File: src/rtl/smash_pkg.sv
// Shared SMASH NoC definitions: flit type encoding, arbiter states and the
// flit-type extraction helper used by the output arbiter and route logic.
package smash_pkg;

    localparam logic [1:0] FLIT_TYPE_HEAD   = 2'b10;
    localparam logic [1:0] FLIT_TYPE_BODY   = 2'b00;
    localparam logic [1:0] FLIT_TYPE_TAIL   = 2'b01;
    localparam logic [1:0] FLIT_TYPE_SINGLE = 2'b11;

    // Widest flit the helper accepts; callers zero-extend into this width.
    localparam int FLIT_MAX_W = 64;

    typedef enum logic {
        ST_IDLE   = 1'b0,
        ST_LOCKED = 1'b1
    } arb_state_e;

    function automatic logic [1:0] flit_type(input logic [FLIT_MAX_W-1:0] flit,
                                             input int data_size);
        return 2'(flit >> (data_size - 2));
    endfunction

endpackage

File: src/rtl/smash_rr_arbiter.sv
// Combinational rotating-priority picker: one-hot grant of the first request
// at or after i_ptr, wrapping modulo NUM_PORTS.
module smash_rr_arbiter #(
    parameter int NUM_PORTS = 4,
    parameter int PTR_W     = $clog2(NUM_PORTS)
) (
    input  logic [NUM_PORTS-1:0] i_req,
    input  logic [PTR_W-1:0]     i_ptr,
    output logic [NUM_PORTS-1:0] o_grant
);

    localparam logic [PTR_W:0] NP_W = (PTR_W + 1)'(NUM_PORTS);

    logic [PTR_W:0]   w_sum;
    logic [PTR_W-1:0] w_idx;
    logic             w_found;

    always_comb begin
        o_grant = '0;
        w_found = 1'b0;
        w_sum   = '0;
        w_idx   = '0;
        for (int i = 0; i < NUM_PORTS; i++) begin
            w_sum = {1'b0, i_ptr} + (PTR_W + 1)'(i);
            w_idx = PTR_W'((w_sum >= NP_W) ? (w_sum - NP_W) : w_sum);
            if (!w_found && i_req[w_idx]) begin
                o_grant[w_idx] = 1'b1;
                w_found        = 1'b1;
            end
        end
    end

endmodule

File: src/rtl/smash_out_arbiter.sv
// Packet-locking round-robin arbiter sharing one router output link between
// NUM_PORTS input FIFOs; holds the grant from head flit through tail flit.
module smash_out_arbiter
    import smash_pkg::*;
#(
    parameter int NUM_PORTS = 4,
    parameter int DATA_SIZE = 32
) (
    input  logic                           i_clk,
    input  logic                           i_rst,
    input  logic [NUM_PORTS-1:0]           i_port_en,
    input  logic [NUM_PORTS-1:0]           i_fifo_empty,
    input  logic [NUM_PORTS*DATA_SIZE-1:0] i_fifo_data,
    output logic [NUM_PORTS-1:0]           o_fifo_read,
    input  logic                           i_out_full,
    output logic                           o_out_write,
    output logic [DATA_SIZE-1:0]           o_out_data,
    output logic [NUM_PORTS-1:0]           o_grant,
    output logic                           o_busy,
    output logic                           o_err
);

    localparam int               PTR_W     = $clog2(NUM_PORTS);
    localparam logic [PTR_W-1:0] LAST_PORT = PTR_W'(NUM_PORTS - 1);

    arb_state_e             r_state, w_state_nxt;
    logic [NUM_PORTS-1:0]   r_grant, w_grant_nxt;
    logic [PTR_W-1:0]       r_ptr, w_ptr_nxt;
    logic                   r_err, w_err_nxt;
    logic                   r_first, w_first_nxt;

    logic [NUM_PORTS-1:0]   w_req, w_pick;
    logic [DATA_SIZE-1:0]   w_data;
    logic [PTR_W-1:0]       w_gidx;
    logic [1:0]             w_type;
    logic                   w_avail, w_xfer, w_is_start, w_is_end;

    assign w_req = ~i_fifo_empty & i_port_en;

    smash_rr_arbiter #(
        .NUM_PORTS (NUM_PORTS),
        .PTR_W     (PTR_W)
    ) u_rr (
        .i_req   (w_req),
        .i_ptr   (r_ptr),
        .o_grant (w_pick)
    );

    // Grant is one-hot, so the mux and index encode are simple selects.
    always_comb begin
        w_data = '0;
        w_gidx = '0;
        for (int k = 0; k < NUM_PORTS; k++) begin
            if (r_grant[k]) begin
                w_data = i_fifo_data[k*DATA_SIZE +: DATA_SIZE];
                w_gidx = PTR_W'(k);
            end
        end
    end

    assign w_avail    = |(r_grant & ~i_fifo_empty);
    assign w_xfer     = (r_state == ST_LOCKED) && w_avail && !i_out_full;
    assign w_type     = flit_type(FLIT_MAX_W'(w_data), DATA_SIZE);
    assign w_is_start = (w_type == FLIT_TYPE_HEAD) || (w_type == FLIT_TYPE_SINGLE);
    assign w_is_end   = (w_type == FLIT_TYPE_TAIL) || (w_type == FLIT_TYPE_SINGLE);

    always_comb begin
        w_state_nxt = r_state;
        w_grant_nxt = r_grant;
        w_ptr_nxt   = r_ptr;
        w_err_nxt   = r_err;
        w_first_nxt = r_first;
        case (r_state)
            ST_IDLE: begin
                if (|w_req) begin
                    w_state_nxt = ST_LOCKED;
                    w_grant_nxt = w_pick;
                    w_first_nxt = 1'b1;
                end
            end
            ST_LOCKED: begin
                if (w_xfer) begin
                    w_first_nxt = 1'b0;
                    // Packet must open with a start flit and never restart mid-packet.
                    if (r_first != w_is_start) w_err_nxt = 1'b1;
                    if (w_is_end) begin
                        w_state_nxt = ST_IDLE;
                        w_grant_nxt = '0;
                        w_ptr_nxt   = (w_gidx == LAST_PORT) ? '0 : w_gidx + 1'b1;
                    end
                end
            end
            default: w_state_nxt = ST_IDLE;
        endcase
    end

    always_ff @(posedge i_clk) begin
        if (!i_rst) begin
            r_state <= ST_IDLE;
            r_grant <= '0;
            r_ptr   <= '0;
            r_err   <= 1'b0;
            r_first <= 1'b0;
        end else begin
            r_state <= w_state_nxt;
            r_grant <= w_grant_nxt;
            r_ptr   <= w_ptr_nxt;
            r_err   <= w_err_nxt;
            r_first <= w_first_nxt;
        end
    end

    assign o_out_write = w_xfer;
    assign o_fifo_read = r_grant & {NUM_PORTS{w_xfer}};
    assign o_out_data  = (r_state == ST_LOCKED) ? w_data : '0;
    assign o_grant     = r_grant;
    assign o_busy      = (r_state == ST_LOCKED);
    assign o_err       = r_err;

endmodule

File: config.mk
export PLATFORM = sky130hd
export DESIGN_NAME = smash_out_arbiter
export DESIGN_NICKNAME = d
export VERILOG_FILES = /design/src/rtl/smash_pkg.sv /design/src/rtl/smash_rr_arbiter.sv /design/src/rtl/smash_out_arbiter.sv
export SDC_FILE = /design/constraint.sdc
export NUM_CORES = 1
export LEC_CHECK = 0
export CAP_MARGIN = 20
export CORE_MARGIN = 3
export CORE_UTILIZATION = 33
export CTS_BUF_LIST = sky130_fd_sc_hd__clkbuf_16
export DETAILED_ROUTE_END_ITERATION = 12
export PLACE_DENSITY_LB_ADDON = 0.2
export SYNTH_ARGS = -nofsm -noshare
export SYNTH_HDL_FRONTEND = slang
export SYNTH_SLANG_ARGS = --single-unit
File: constraint.sdc
create_clock -name i_clk -period 2.85 [get_ports i_clk]
set_clock_uncertainty 0.2 [all_clocks]
set_input_delay 0.285 -clock i_clk [delete_from_list [all_inputs] [get_ports i_clk]]
set_output_delay 0.285 -clock i_clk [all_outputs]
set_load 0.01 [all_outputs]
Yosys cells after proc, flatten, opt, wreduce, memory -nomap -nowiden
Cells that the tools add are included.
W data, S select, Z words.

cells by class
  $add $sub $neg = 8
  multiply operators = 0
  div/mod/pow operators = 0
  $lt $le $gt $ge = 12
  equal/unequal tests = 8
  shifts and indexed selects = 0
  muxes and demuxes = 47
  bitwise operators = 8
  reductions and logical operators = 21

operators with widths
  operator               count
  $mux W32               5
  $mux W4                7
  $mux W1                17
  $mux W2                7
  $and A4 B4 Y4          3
  $lt A2 B3 Y1 const B   4
  $or A4 B4 Y4           3
  $ge A3 B3 Y1 const B   3
  $logic_and A1 B1 Y1    9
  $reduce_and A3 Y1      3
  $bmux W1 S2            4
  $demux W1 S2           4
  $ge A2 B1 Y1 const B   4
  $pmux W4 S2            1
  $reduce_or A4 Y1       2
  $sub A2 B1 Y2 const B  4
  $add A2 B2 Y3 const B  2
  $eq A2 B2 Y1 const B   3
  $logic_not A1 Y1       4
  $ne A2 B1 Y1 const B   2
  $not A4 Y4             1
  $pmux W1 S2            2
  $add A2 B1 Y3 const B  1
  $ge A2 B3 Y1 const B   1
  7 further kinds        8

word-level totals
  bits in registers = 9
  latch bits = 0
  memory bits (writable) = 0
  bits in read-only memories = 0
  memories = 0

Logic depth before layout (Yosys ltp)
  depth after elaboration = 16
  depth in mapped cells = 7
  mapped depth without buffers = 6

Hierarchy
Synthesis repeated with hierarchy kept, for this count alone.

second synthesis, totals
  cells, all modules = 277
  area total of the unflattened synthesis = 1901.8 µm²

modules (own cells, without submodules)
  module             times used  cells each  area each (µm²)  seq. area each (µm²)
  smash_out_arbiter  1           247         1599.0           180.2
  smash_rr_arbiter   1           30          302.8            0.0

Worst setup path after synthesis
No wires, ideal clock.

  kind = register -> register
  start point = reg r_ptr[0]
  end point = reg r_grant[0] (netlist: o_grant[0])
  library setup time = 82 ps
  arrival time = 2143 ps
  required time = 2568 ps
  setup slack = 425 ps
  cell stages (with the launch flop) = 8
  path buffers = 1
  clock period less this slack = 2425 ps
  path through = dfxtp_1 -> inv_1 -> ha_1 -> buf_4 -> or3_4 -> a2111oi_4 -> o21ai_2 -> o2111ai_1

on the way
  longest elaborated chain between the ends = 16
  elaborated cells on any way between the ends = 61
  those cells by class = 7 x add/sub; 12 x order compare; 29 x mux; 3 x bitwise; 10 x reduce/logical

RTL lines
  what                                                    RTL line                  source
  from (decl)                                             smash_out_arbiter.sv:28   logic [PTR_W-1:0] r_ptr, w_ptr_nxt;
  from (signal assigned)                                  smash_out_arbiter.sv:107  r_ptr <= w_ptr_nxt;
  branches (longest 13 deep; another with $add A2 B1 Y3)  --
  $mux W4 *                                               smash_rr_arbiter.sv:26    if (!w_found && i_req[w_idx]) begin
  $mux W4 *                                               smash_out_arbiter.sv:75   if (|w_req) begin
  $pmux W4 S2 *                                           smash_out_arbiter.sv:73   case (r_state)
  to (signal assigned)                                    smash_out_arbiter.sv:106  r_grant <= w_grant_nxt;
  to (decl)                                               smash_out_arbiter.sv:27   logic [NUM_PORTS-1:0] r_grant, w_grant_nxt;

Every way passes the cells marked *. The select of a mux whose other input is x is not followed.
A chain may end at the register's enable or synchronous reset.

Worst setup path after layout
  start point = reg r_ptr[1]
  end point = reg r_grant[1] (netlist: o_grant[1])

The elaborated chain is that of the path after synthesis.

==> run summary <==
largest net degree at the start of global routing = 45
Vert. Die Dim = 85.5 µm
Site Rows = 28
post-DR vias/cell = 5.58
Final Cycle Share = 0.933
Routed Antenna Nets = 0
pre-CTS setup slack = 0.242 ns
CTS H-tree depth = 1
initial core utilization = 0.346
Rel. slew slack = 0.549
Setup-failing EPs final = 0
XOR/XNOR share of the synthesized area = 0
register area share after synthesis = 0.0865
dpl hpwl = 8060 µm
Crit. End Element = flop
Cell Area, Synth = 0.00208 mm²
top post-synthesis cells by count = 36 x nor2b_1, 34 x a21oi_1, 33 x nor2_1
CP Max Fanout = 9
Tmin final = 2.66 ns
power per standard cell area = 250 mW/mm²
fin nets = 619
setup TNS = 0 ns
first-pass GRT wire length = 15600 µm
RD Place Congestion = 0.875
Area contributors post-synth = a221oi_1 13%, nor2b_1 11%, dfxtp_1 8.6%, a21oi_1 8.2%, nor3_1 7.2%
Tightest Pin Transition = 0.668 ns
via count = 3047
Overall Global Routing Usage = 0.265
final setup margin = 0.191 ns
CTS resizes = 0
CTS root buf = clkbuf_16
Adder-Cell Fraction of Synth Area = 0.0480
post-synthesis compound-gate area fraction = 0.360
CP required = 2.75 ns
Ports = 182
Cell Area, Placed = 0.00395 mm²
Post-synth EDFFs = 0
count leader, synth = nor2b_1
Power Total = 0.00101 W
Critical Path Start Type = flop
Max Buffers Root-to-Sink = 2
Static Leak = 1.42 nW
unrepaired setup endpoints after global routing = no
Avg Synthesized Cell Area = 6.94 µm²
Routed WL per cell = 18.6 µm
CTS Buf Count = 3
largest family of logic cells by synthesized area = simple AND/OR/NAND/NOR gates
DRC viols = 0
mux share of post-synthesis cell area = 0.0216
FMAX = 0.376 GHz
worst min path class = flop to flop
leading area contributor after synthesis = a221oi_1
status = finished clean
vias in the first global route = 2998
Min Hold Slack = 0.292 ns
CTS tree = done
# Max-Cap Violations = 0
Pins Over Slew Limit = 0
layout cell share with drive strength beyond 1 = 0.0913
Die ar. = 0.00730 mm²
clk sinks = 9
port buffer count = 181
DRT Pass-1 Iters = 5
final instance area = 0.00405 mm²
async set or reset register ratio after synthesis = 0
Hold Buf Count CTS = 0
Worst Path Class, Setup = flop to flop
Die Width = 85.5 µm
Worst EP arrival = 2.56 ns
Total Wirelength = 10200 µm
gr ovfl total = 0
prevailing post-synth register cell = dfxtp_1
# diodes = 0
Yosys cell types = 50
Placeable Area = 0.00603 mm²
initial antenna violation count = 0
Synth Warn # = 0
Final Hold Viols = 0
flops & latches, synth = 9
Clock transition at path regs = 0.04 ns
share of the synthesized area in the top cell type = 0.135
latest clock arrival within the worst-skew pair = 0.23 ns
DRT iter0 DRCs = 336
simple-gate area share of the yosys netlist = 0.389
# Post-CTS Setup Buffers = 0
area grow syn2layout = 94.4%
gate count of the mapped netlist = 300
Syn Nets = 447
worst vdd ir = 260 µV
==> worst paths after layout <==
path,endpoint,slack (ns),cells after the start,startpoint
max,o_grant[1]$_SDFFE_PN0P_,0.19,6,r_ptr[1]$_SDFFE_PN0P_
min,o_err$_SDFFE_PN0P_,0.29,2,o_err$_SDFFE_PN0P_
max reg2reg,o_grant[1]$_SDFFE_PN0P_,0.19,6,r_ptr[1]$_SDFFE_PN0P_
min reg2reg,o_err$_SDFFE_PN0P_,0.29,2,o_err$_SDFFE_PN0P_
==> critical path, cell delays in order (launching register included) <==
cell and delay (ns):
dfxtp_1 0.50, inv_1 0.20, ha_1 0.51, mux4_2 0.60
and3_2 0.24, o21ai_1 0.14, o2111ai_1 0.12
==> sequential cells by signal, indices dropped and copies added (netlist names) <==
signal and count:
o_grant 4, o_busy 1, r_ptr 2, o_err 1, r_first 1
==> placed cells by master, fill, tap and decap left out, types with 3 or more instances in the layout <==
cell / netlist / layout
a21oi_1: 34 / 34
a221oi_1: 32 / 30
and2_1: 6 / 6
and2b_2: 4 / 4
and3_2: 3 / 3
buf_4: 1 / 14
clkbuf_16: 0 / 3
clkdlybuf4s50_1: 0 / 181
dfxtp_1: 9 / 7
ha_1: 8 / 8
inv_1: 9 / 10
nand2_1: 8 / 8
nand2b_1: 7 / 7
nand3_1: 6 / 6
nor2_1: 33 / 33
nor2b_1: 36 / 35
nor3_1: 30 / 30
o2111ai_1: 3 / 3
o21ai_0: 4 / 4
o21ai_1: 4 / 4
or3_1: 3 / 3
==> routing by layer <==
layer,vias to the layer above,GRT usage,part of all wire
met1,1370,0.318,0.38
met5,-,0,0
met3,24,0.0796,0.10
li1,1468,-,-
met4,0,0.0777,0.035
met2,185,0.454,0.48
==> power breakdown <==
| group | internal (W) | switching [W] | leakage (nW) |
|---|---|---|---|
| Sequential | 0.000133 | 0.0000107 | 0.0745 |
| Combinational | 0.000368 | 0.000253 | 1.30 |
| Clock | 0.000184 | 0.0000630 | 0.0423 |
==> stage by stage <==
stage,instances,utilization
2_1_floorplan,300,-
3_3_place_gp,542,0.656
3_5_place_dp,542,0.656
4_1_cts,546,0.669
5_1_grt,546,0.672
6_report,546,0.672
==> logic make-up after synthesis <==
kind of cell | after synthesis
adders and majority gates | 8
muxes | 2
AOI/OAI and AO/OA | 97
and+or+nand+nor | 146
buffers and inverters | 38
DFF | 9
==> area by class of cell <==
| cell class | count | area [µm²] |
|---|---|---|
| Clock buffer | 3 | 75.1 |
| Clock inverter | 1 | 3.75 |
| Fill cell | 527 | 1980 |
| Inverter | 9 | 33.8 |
| Multi-Input combinational cell | 253 | 1720 |
| Sequential cell | 9 | 183 |
| Tap cell | 75 | 93.8 |
| Timing Repair Buffer | 196 | 1940 |
No activity file was read; power rests on OpenSTA's default activity.
==> RTL edit 1 (same flow settings) <==
Reset style: asynchronous (`i_rst`), changed in one clocked block.
--- a/src/rtl/smash_out_arbiter.sv
+++ b/src/rtl/smash_out_arbiter.sv
@@ -94,7 +94,7 @@
         endcase
     end
 
-    always_ff @(posedge i_clk) begin
+    always_ff @(posedge i_clk or negedge i_rst) begin
         if (!i_rst) begin
             r_state <= ST_IDLE;
             r_grant <= '0;
Function: differs if i_rst is asserted again (counterexample within 4 cycles, from zero or initial values and one cycle with i_rst low); with i_rst held inactive, the same outputs for 10 cycles.
==> RTL edit 1 against the original RTL <==
Routed wire length is 2.2% lower; cell area rose by 0.83%; setup slack better by 0.034 ns; highest routed layer unchanged; die area shrank 0.28%; global-route usage decreased by 0.86 points; sequential cell count did not move; area after synthesis shrank 0.30%; register-to-register slack better by 0.38 ns.
Power is left out: it rests on default switching activity, and per cell area and clock period it moved more than threefold.
==> RTL edit 1: results (changes against the original RTL) <==
| Metric | Value |
|---|---|
| YS warnings | 0 (unchanged) |
| Largest net degree at the start of global routing | 55 (was 45) |
| Global-route total usage across every layer | 0.256 (was 0.265) |
| Top FF cell, synth | dfrtp_1 (was dfxtp_1) |
| DR iter-0 viols | 200 (was 336) |
| Max FFs per register | 4 (unchanged) |
| Avg Synthesized Cell Area | 6.99 um^2 (was 6.94 um^2) |
| Reg-to-Reg Start | r_ptr[1] (unchanged) |
| DR vias | 3,008 (was 3,047) |
| CTS buffer count | 3 (unchanged) |
| Placer congestion estimate | 0.964 (was 0.875) |
| DP Wirelength | 7710 um (was 8060 um) |
| Status | finished, final reports clean (unchanged) |
| Clk root buf | clkbuf_16 (unchanged) |
| PostCTS Resize Cnt | 0 (unchanged) |
| Setup Buffers After CTS | 0 (unchanged) |
| Final WL | 9950 um (was 10,200 um) |
| Crit path to | o_out_data[10] (was o_grant[1]) |
| Placed insts | 541 (was 542) |
| Cell variety after synth | 40 (was 50) |
| Post-Layout Cell Count | 545 (was 546) |
| Slew HR | 0.537 (was 0.549) |
| Vias in the first global route | 2,863 (was 2,998) |
| Layout cells sized above 1 | 0.0766 (was 0.0913) |
| Reg-to-Reg End | o_grant[1] (unchanged) |
| Drt pass-1 iters | 4 (was 5) |
| Area contributors post-synth | nor2b_1 19%, a221oi_1 13%, dfrtp_1 11% (was a221oi_1 13%, nor2b_1 11%, dfxtp_1 8.6%) |
| Port Buf Inserts | 181 (unchanged) |
| CTS max path bufs | 2 (unchanged) |
| Hold Path Class | in -> async (was reg -> reg) |
| Sequential-to-total area share from yosys stat | 0.108 (was 0.0865) |
| Diodes inserted | 0 (unchanged) |
| Synth Net Count | 444 (was 447) |
| CP Data Arrival Time | 2.14 ns (was 2.56 ns) |
| Count of final hold-check violations | 0 (unchanged) |
| Largest delay share family, worst path | buffers and inverters (was multiplexers) |
| Ys async rst share | 1.00 (was 0) |
| Reg clk slew, reported paths | 0.04 ns (about the same) |
| R2R depth | 6 (unchanged) |
| Total negative slack | 0 ns (unchanged) |
| Skew-Pair Late Insertion Delay | ~0.24 ns |
| Critical-path maximum fanout | 20 (was 9) |
| Layout Nets | 618 (was 619) |
| Slowest CP cell | clkdlybuf4s50_1 (was mux4_2) |
| Worst stage delay on the critical path | 0.58 ns (was 0.60 ns) |
| FF-to-FF setup slack | 0.57 ns (was 0.19 ns) |
| Most common library cells after synthesis | 64 x nor2b_1, 42 x a21oi_1, 30 x a221oi_1 (was 36 x nor2b_1, 34 x a21oi_1, 33 x nor2_1) |
| First-pass GRT wire length | 15,000 um (was 15,600 um) |
| DP Area | 4010 um^2 (was 3950 um^2) |
| Setup crit start | o_grant[1] (was r_ptr[1]) |
[RTL edit 1: stage by stage]
step	utilization	setup slack [ns]
global route	0.682	0.00815
global placement	0.669	0.404
detailed placement	0.669	0.327
floorplan	-	0.538
finish	0.682	0.226
CTS	0.682	0.220
[RTL edit 1: layout make-up]
class                   count  area, um^2
clock inverters             1        3.75
flip-flops and latches      9         228
clock buffers               3        75.1
fillers                   514        1910
well taps                  75        93.8
inverters                   5        18.8
multi-input cells         255        1720
repair buffers            197        1940
[RTL edit 1: logic make-up after synthesis]
kind of cell	share of synthesized area
xor+xnor	0.00422
mux	0.0217
fa+ha+maj	0.0482
compound gates	0.346
simple gates	0.407
flops	0.108
buf+inv	0.0645
[RTL edit 1: routing by layer]
layer  vias up  GRT usage  share of wire
li1       1453          -              -
met1      1389      0.328           0.41
met2       146      0.422           0.48
met3        20     0.0680          0.086
met4         0     0.0748          0.029
met5         -          0              0
[RTL edit 1: worst min path at each step]
stage	from	endpoint	slack [ns]	cells past startpoint
6_report	i_rst	o_grant[0]	0.16	1
5_1_grt	i_rst	o_grant[1]	0.20	1
4_1_cts	i_rst	o_grant[1]	0.17	1
3_5_place_dp	o_err	o_err	0.25	1
3_3_place_gp	o_err	o_err	0.24	1
2_1_floorplan	i_rst	o_busy	-0.21	0
==> RTL edit 2 (same settings) <==
Without the edit above. Change the parameter `DATA_SIZE` from 32 to 16.
--- a/src/rtl/smash_out_arbiter.sv
+++ b/src/rtl/smash_out_arbiter.sv
@@ -4,7 +4,7 @@
     import smash_pkg::*;
 #(
     parameter int NUM_PORTS = 4,
-    parameter int DATA_SIZE = 32
+    parameter int DATA_SIZE = 16
 ) (
     input  logic                           i_clk,
     input  logic                           i_rst,
Interface: changed (resized i_fifo_data and o_out_data); port bits go from 182 to 102. No check against the original RTL was run, so the function may have changed too.
==> RTL edit 2 against the original RTL <==
Sequential power is 4% lower; utilization shrank 3.6 points; global-route usage is 5.0 points lower; cell area down 36%; area after synthesis fell by 32%; routed wire length decreased by 45%; setup slack gained 0.038 ns; maximum frequency grew 1.4%; worst hold slack got worse by 0.026 ns; critical path depth down 1; sequential cell count is the same; via count shrank 39%; power shrank 35%.
==> RTL edit 2: results (changes against the original RTL) <==
| Metric | Value |
|---|---|
| Status | finished, final reports clean (unchanged) |
| Slowest CP cell | clkdlybuf4s50_1 (was mux4_2) |
| Worst slack at placement | 0.249 ns (was 0.242 ns) |
| DP Wirelength | 4320 um (was 8060 um) |
| H-tree levels | 1 (unchanged) |
| YS warnings | 0 (unchanged) |
| FF-to-FF setup slack | 0.51 ns (was 0.19 ns) |
| Placed insts | 339 (was 542) |
| CTS max path bufs | 2 (unchanged) |
| Crit path to | o_fifo_read[1] (was o_grant[1]) |
| Critical-path maximum fanout | 10 (was 9) |
| Clk root buf | clkbuf_16 (unchanged) |
| Synth Net Count | 273 (was 447) |
| Hold Path Class | reg -> reg (unchanged) |
| Setup crit start | i_fifo_empty[1] (was r_ptr[1]) |
| Reg-to-Reg Start | r_ptr[0] (was r_ptr[1]) |
| R2R depth | 6 (unchanged) |
| Skew-Pair Late Insertion Delay | 0.24 ns |
| CP Data Arrival Time | 2.14 ns (was 2.56 ns) |
| Largest net degree at the start of global routing | 26 (was 45) |
| First-pass GRT wire length | 8980 um (was 15,600 um) |
| Hold WS | 0.266 ns (was 0.292 ns) |
| Drt pass-1 iters | 4 (was 5) |
| DR iter-0 viols | 103 (was 336) |
| Avg Vias per Cell | 5.45 (was 5.58) |
| Slew HR | 0.570 (was 0.549) |
| Max FFs per register | 4 (unchanged) |
| Fillers | 380 (was 527) |
| Post-synth EDFFs | 0 (unchanged) |
| Most common library cells after synthesis | 20 x a21oi_1, 19 x nor2b_1, 15 x nor2_1, 15 x nor3_1, 14 x a221oi_1 (was 36 x nor2b_1, 34 x a21oi_1, 33 x nor2_1) |
| Ys async rst share | 0 (unchanged) |
| Layout cells sized above 1 | 0.0887 (was 0.0913) |
| Sequential-to-total area share from yosys stat | 0.128 (was 0.0865) |
| Worst stage delay on the critical path | 0.56 ns (was 0.60 ns) |
| Setup Buffers After CTS | 0 (unchanged) |
| Global-route total usage across every layer | 0.215 (was 0.265) |
| Top-area cell type share of the netlist area | 0.128 (was 0.135) |
| Layout Nets | 377 (was 619) |
| Final WL | 5590 um (was 10,200 um) |
| CTS buffer count | 3 (unchanged) |
| Largest delay share family, worst path | buffers and inverters (was multiplexers) |
| Port Buf Inserts | 101 (was 181) |
| Reg-to-Reg End | o_grant[0] (was o_grant[1]) |
| Max VDD drop | 0.264 mV (was 0.260 mV) |
| WL/cell | 16.3 um (was 18.6 um) |
| Cell count after synthesis | 190 (was 300) |
| Cell variety after synth | 41 (was 50) |
| Vias in the first global route | 1,792 (was 2,998) |
| Area contributors post-synth | dfxtp_1 13%, a221oi_1 8.7%, nor2b_1 8.4% (was a221oi_1 13%, nor2b_1 11%, dfxtp_1 8.6%) |
| Initial antenna violation count | 0 (unchanged) |
| Diodes inserted | 0 (unchanged) |
| Max Clock Freq | 382 MHz (was 376 MHz) |
| Lkg Pwr | 0.928 nW (was 1.42 nW) |
| Placer congestion estimate | 0.872 (was 0.875) |
-- RTL edit 2: final cells by class --
type / instances / share of cell area
clock inverter: 1 / 0.00145
sequential: 9 / 0.0698
inverter: 5 / 0.00727
timing repair buffer: 111 / 0.421
multi-input combinational: 164 / 0.447
clock buffer: 3 / 0.0291
tap: 50 / 0.0242
-- RTL edit 2: power breakdown --
part / internal [mW] / switching (mW)
Sequential: 0.132 / 0.00651
Clock: 0.183 / 0.0637
Combinational: 0.167 / 0.101
-- RTL edit 2: logic make-up after synthesis --
group	synth area share
AO/OA/AOI/OAI	0.287
buffers and inverters	0.0516
AND/OR/NAND/NOR	0.430
multiplexers	0.0320
adder cells (fa/ha/maj)	0.0711
flip-flops	0.128
-- RTL edit 2: worst min path at each step --
| stage | start | end | cells after the start |
|---|---|---|---|
| global route | o_err | o_err | 1 |
| floorplan | i_rst | o_err | 1 |
| detailed placement | o_err | o_err | 1 |
| finish | o_err | o_err | 1 |
| global placement | o_err | o_err | 1 |
| CTS | o_err | o_err | 1 |
-- RTL edit 2: routing by layer --
metal / part of all wire / global-route usage / vias up / wire length, um
met5: 0 / 0 / - / 0
met1: 0.43 / 0.273 / 864 / 2400
met4: 0.014 / 0.0501 / 0 / 80
met2: 0.51 / 0.382 / 63 / 2870
li1: - / - / 935 / -
met3: 0.043 / 0.0337 / 6 / 241
-- RTL edit 2: per-stage QoR --
step / area, um^2 / utilization
2_1_floorplan: 1410 / -
3_3_place_gp: 2500 / 0.617
3_5_place_dp: 2500 / 0.617
4_1_cts: 2580 / 0.636
5_1_grt: 2580 / 0.636
6_report: 2580 / 0.636
